==> config.mk <==
export PLATFORM = sky130hd
export DESIGN_NAME = sp_sram_rr_arbiter
export DESIGN_NICKNAME = d
export VERILOG_FILES = /design/src/rtl/sp_sram_rr_arbiter_pkg.sv /design/src/rtl/sp_sram_rr_arbiter_rr_pick2.sv /design/src/rtl/sp_sram_rr_arbiter.sv
export SDC_FILE = /design/constraint.sdc
export NUM_CORES = 1
export LEC_CHECK = 0
export CORE_MARGIN = 5
export CORE_UTILIZATION = 23
export DETAILED_ROUTE_END_ITERATION = 10
export PLACE_DENSITY = 0.85
export SLEW_MARGIN = 0
export SYNTH_ARGS = -nofsm -noshare
export SYNTH_HDL_FRONTEND = slang
export SYNTH_SLANG_ARGS = --single-unit
==> constraint.sdc <==
create_clock -name clk -period 2.35 [get_ports clk]
set_input_delay 0.47 -clock clk [delete_from_list [all_inputs] [get_ports clk]]
set_output_delay 0.47 -clock clk [all_outputs]
set_load 0.005 [all_outputs]
==> src/rtl/sp_sram_rr_arbiter_pkg.sv <==
// Shared constants for the two-requester single-port SRAM arbiter.
package sp_sram_rr_arbiter_pkg;
   localparam int REQ_M0 = 0;
   localparam int REQ_M1 = 1;
   localparam int SRAM_ADDR_WIDTH = 11;
   localparam int SRAM_DATA_WIDTH = 8;
endpackage

==> src/rtl/sp_sram_rr_arbiter_rr_pick2.sv <==
// Combinational 2-way picker: lock holder first, then lone requester,
// then fixed (m0) or round-robin tie-break against last_owner.
module sp_sram_rr_arbiter_rr_pick2 #(
   parameter bit FIXED_PRIO = 1'b0
) (
   input  logic [1:0] req,
   input  logic       last_owner,
   input  logic       lock_valid,
   input  logic       lock_owner,
   output logic [1:0] gnt
);

   always_comb begin
      gnt = 2'b00;
      if (lock_valid && req[lock_owner]) begin
         gnt[lock_owner] = 1'b1;
      end else if (req == 2'b01) begin
         gnt = 2'b01;
      end else if (req == 2'b10) begin
         gnt = 2'b10;
      end else if (req == 2'b11) begin
         // last_owner == m1 means m0 is next in rotation
         if (FIXED_PRIO || last_owner) gnt = 2'b01;
         else                          gnt = 2'b10;
      end
   end

endmodule

==> src/rtl/sp_sram_rr_arbiter.sv <==
// Two-port arbiter/sequencer in front of a single-port byte SRAM with
// one-cycle registered read; per-requester read-valid strobe and optional lock.
module sp_sram_rr_arbiter
   import sp_sram_rr_arbiter_pkg::*;
#(
   parameter int ADDR_WIDTH = SRAM_ADDR_WIDTH,
   parameter int DATA_WIDTH = SRAM_DATA_WIDTH,
   parameter bit FIXED_PRIO = 1'b0
) (
   input  logic                  clk,
   input  logic                  rst,
   input  logic                  m0_req,
   input  logic                  m0_we,
   input  logic                  m0_lock,
   input  logic [ADDR_WIDTH-1:0] m0_addr,
   input  logic [DATA_WIDTH-1:0] m0_wdata,
   output logic                  m0_gnt,
   output logic                  m0_rvalid,
   output logic [DATA_WIDTH-1:0] m0_rdata,
   input  logic                  m1_req,
   input  logic                  m1_we,
   input  logic                  m1_lock,
   input  logic [ADDR_WIDTH-1:0] m1_addr,
   input  logic [DATA_WIDTH-1:0] m1_wdata,
   output logic                  m1_gnt,
   output logic                  m1_rvalid,
   output logic [DATA_WIDTH-1:0] m1_rdata,
   output logic                  sram_cs,
   output logic                  sram_wen,
   output logic [ADDR_WIDTH-1:0] sram_addr,
   output logic [DATA_WIDTH-1:0] sram_data,
   input  logic [DATA_WIDTH-1:0] sram_q
);

   logic       last_owner;
   logic       lock_valid;
   logic       lock_owner;
   logic [1:0] rd_pend;
   logic [1:0] req;
   logic [1:0] gnt_pick;
   logic [1:0] gnt;
   logic [1:0] we;
   logic       sel;
   logic       sel_lock;

   assign req = {m1_req, m0_req};
   assign we  = {m1_we, m0_we};

   sp_sram_rr_arbiter_rr_pick2 #(
      .FIXED_PRIO (FIXED_PRIO)
   ) u_pick (
      .req        (req),
      .last_owner (last_owner),
      .lock_valid (lock_valid),
      .lock_owner (lock_owner),
      .gnt        (gnt_pick)
   );

   // Grant is suppressed while reset is asserted so the SRAM deselects at once
   assign gnt      = rst ? 2'b00 : gnt_pick;
   assign m0_gnt   = gnt[REQ_M0];
   assign m1_gnt   = gnt[REQ_M1];
   assign sel      = gnt[REQ_M1];
   assign sel_lock = sel ? m1_lock : m0_lock;

   always_comb begin
      sram_cs   = 1'b0;
      sram_wen  = 1'b1;
      sram_addr = '0;
      sram_data = '0;
      if (|gnt) begin
         sram_cs   = 1'b1;
         sram_wen  = ~we[sel];
         sram_addr = sel ? m1_addr  : m0_addr;
         sram_data = sel ? m1_wdata : m0_wdata;
      end
   end

   always_ff @(posedge clk or posedge rst) begin
      if (rst) begin
         last_owner <= 1'b1;
         lock_valid <= 1'b0;
         lock_owner <= 1'b0;
         rd_pend    <= 2'b00;
      end else begin
         rd_pend <= gnt & ~we;
         if (|gnt) begin
            last_owner <= sel;
            lock_valid <= sel_lock;
            lock_owner <= sel;
         end else if (lock_valid && !req[lock_owner]) begin
            lock_valid <= 1'b0;
         end
      end
   end

   assign m0_rvalid = rd_pend[REQ_M0];
   assign m1_rvalid = rd_pend[REQ_M1];
   assign m0_rdata  = rd_pend[REQ_M0] ? sram_q : '0;
   assign m1_rdata  = rd_pend[REQ_M1] ? sram_q : '0;

endmodule

==> flow_summary.toml, run 1 <==
[setup_path]
r2r-start = "lock_valid"
critPathKind = "reg2out"
required_ns = 1.88
cp-end-kind = "primary output"
timing.critical_path.cells = "or2_4, buf_6, a21oi_4, nor3b_2, buf_4, buf_12, buf_12, a22o_4, buf_6"
rrSetupSlack_ns = 0.53
critPathMaxStageDelay_ns = 0.39
r2r_end = "lock_valid"
reg2reg_depth = 9
critPathLaunchType = "flip-flop"
arrival_ns = 1.92
critPathSlowestCell = "dfrtp_1"
cp_max_fo = 8

[routing]
ant_nets = 0
viasPerCell = 5.13
wl_um = 3940
drt_pass1_iterations = 4
drc = 0
drt_iter0_drc = 35
avgRoutedWirePerCell_um = 17.8
vias = 1139

[die]
start_util_pct = 23.5
row_count = 19
core_area_um2 = 2710
io_pins = 95
die_w_um = 62.7
die_area_um2 = 3930
dieHeight_um = 62.7

[timing]
finalHoldViolCount = 0
rsz0062_at_grt = "yes"
setup_violations = 3
worst_slack_ns = -0.0365
slew_violations = 0
slew_headroom_pct = 80.9
clock_skew_ns = 0.00385
fin_hold_ws_ns = 0.529
tightest_slew_ns = 0.287
fmax_ghz = 0.419
fin_crit_ns = 2.39
period_share_pct = 102

[power_and_ir_drop]
power_switching_uw = 192
total_power_uw = 621
p_per_area_nw_per_um2 = 335
share_comb_of_total_power_pct = 65.3
vdd_drop_max_uv = 306
clockPowerShare_pct = 15.9
pwr-share-seq_pct = 18.8
sw_frac_of_total_pct = 31.0
leakagePower_uw = 0.000854
internal_power_uw = 428

[grt]
grt_pass1_wl_um = 6190
grtUsageTotal_pct = 19.7
antenna_found_initial = 0
grt_max_degree = 10
grt_overflow = 0
grt_pass1_vias = 1251

[layout]
drive_gt1_share_pct = 32.5
fin_nets = 246
finish.utilization_pct = 68.3
n_antenna_cell = 0
area_delta_synth_final_pct = 190
nFillCells = 224

[cts]
clock_latency_ns = 0.24
hold_buffers = 0
cts_buffers = 3
cts_tree = "built"
cts.sinks = 5
clockBufferDepth = 2
clk_pin_slew_ns = 0.04
root_buffer = "clkbuf_4"
h-tree-depth = 1

[synthesis]
synth_edf_count = 0
ys_ff_latch = 5
synth_area_um2 = 638
synth_cell_type_count = 26
syn_nets = 131
ys_seq_area_share_pct = 19.8
ys_warn_count = 0
synthCells = 77
async_reset_ff_share_pct = 100
synth-main-ff-cell = "dfrtp_1"
syn_area_per_cell_um2 = 8.29

[placed_design]
io_buffers = 94
dpl.hpwl_um = 3020
gp_congestion = 0.834

[run]
max-cap-violations = 0

[worst_hold_path]
hp-class = "in2async"

[status]
violations = "negative setup slack"
outcome = "finished, violations left"
==> final cells by class <==
type                    instances  area, um^2  share of cell area (%)
well taps                      31        38.8                    2.09
inverters                       5        23.8                    1.28
clock buffers                   4        26.3                    1.42
repair buffers                115        1130                    61.0
flip-flops and latches          5         126                    6.82
multi-input cells              62         507                    27.4
==> layout by cell type, fill, tap and decap left out, types with 2 or more instances in the layout <==
| cell type | instances |
|---|---|
| clkdlybuf4s50_1 | 69 |
| and2_1 | 17 |
| buf_4 | 13 |
| buf_2 | 10 |
| buf_6 | 10 |
| a22o_1 | 9 |
| a22o_4 | 7 |
| dlygate4sd2_1 | 5 |
| inv_1 | 4 |
| nor2_1 | 4 |
| a21oi_1 | 4 |
| dfrtp_1 | 4 |
| nand2_1 | 3 |
| clkbuf_4 | 3 |
| clkbuf_2 | 3 |
| buf_12 | 3 |
| o22ai_1 | 2 |
| o21ai_0 | 2 |
| a22o_2 | 2 |
==> how the worst max path moves through the flow <==
stage	start	end	slack (ns)	depth (start not counted)
after global placement	m1_req	sram_data[2]	-0.37	7
after detailed placement	m1_req	sram_addr[1]	-0.38	7
final	lock_valid	sram_data[7]	-0.04	9
after global routing	lock_valid	sram_data[7]	-0.11	9
after CTS	lock_valid	sram_data[2]	-0.15	10
after floorplan	rst	sram_addr[10]	0.41	4
==> critical path: cells and delay by family (launching register included) <==
kind / cells / cell delay, ns
and+or+nand+nor: 2 / 0.31
DFF: 1 / 0.39
AOI/OAI and AO/OA: 2 / 0.34
buffers and inverters: 5 / 0.63
==> per-layer routing <==
layer | up-vias | share of wire [%] | GRT usage, %
met1 | 521 | 33 | 19.0
met5 | - | 0 | 0
met2 | 92 | 53 | 37.0
met4 | 0 | 3.3 | 6.90
met3 | 14 | 10 | 8.09
li1 | 512 | - | -
==> sequential cells by signal, indices dropped and copies added (netlist names) <==
| signal | flops |
|---|---|
| last_owner | 1 |
| lock_valid | 1 |
| rd_pend | 2 |
| lock_owner | 1 |
==> power by group through the flow <==
stage	registers [uW]	logic (uW)	clock network [uW]
2_1_floorplan	113	113	0
5_1_grt	119	429	114
3_5_place_dp	114	335	0
3_3_place_gp	113	325	0
6_report	117	405	98.8
4_1_cts	112	399	100
==> cell usage after synthesis (all sizes together) (2+ instances only) <==
library cell | count | area, um^2
a21oi | 5 | 25.0
o22ai | 2 | 12.5
a22o | 18 | 169
inv | 4 | 15.0
o21ai | 2 | 10.0
and2 | 18 | 114
nand2 | 4 | 15.0
dfrtp | 4 | 100
nor2 | 4 | 15.0
buf | 3 | 27.5
==> per-stage QoR <==
step                      cell area, um^2  setup slack (ns)  setup TNS (ns)  cells
final                                1850           -0.0365         -0.0746    222
after global routing                 1850            -0.110          -0.584    222
after CTS                            1870            -0.152          -0.666    224
after detailed placement             1660            -0.384           -7.48    207
after global placement               1660            -0.374           -7.47    207
after floorplan                       638             0.411               0     77
==> timing repair <==
item / 4_1_cts / 5_1_grt
endpoints found under the setup margin: 22 / 22
gates resized for setup: 96 / 12
cloned: 3 / 0
pin swaps: 8 / 6
setup buffers: 10 / 1
==> logic make-up after synthesis <==
kind of cell | synth area share [%]
buf+inv | 13.1
flops | 19.8
compound gates | 40.4
simple gates | 26.7
No activity file was read; power rests on OpenSTA's default activity.
==> inputs of run 2 (changes only) <==
- CAP_MARGIN: not set -> 15
==> results of run 2 <==
Final layout, timing and power as in run 1 (identical DEF).
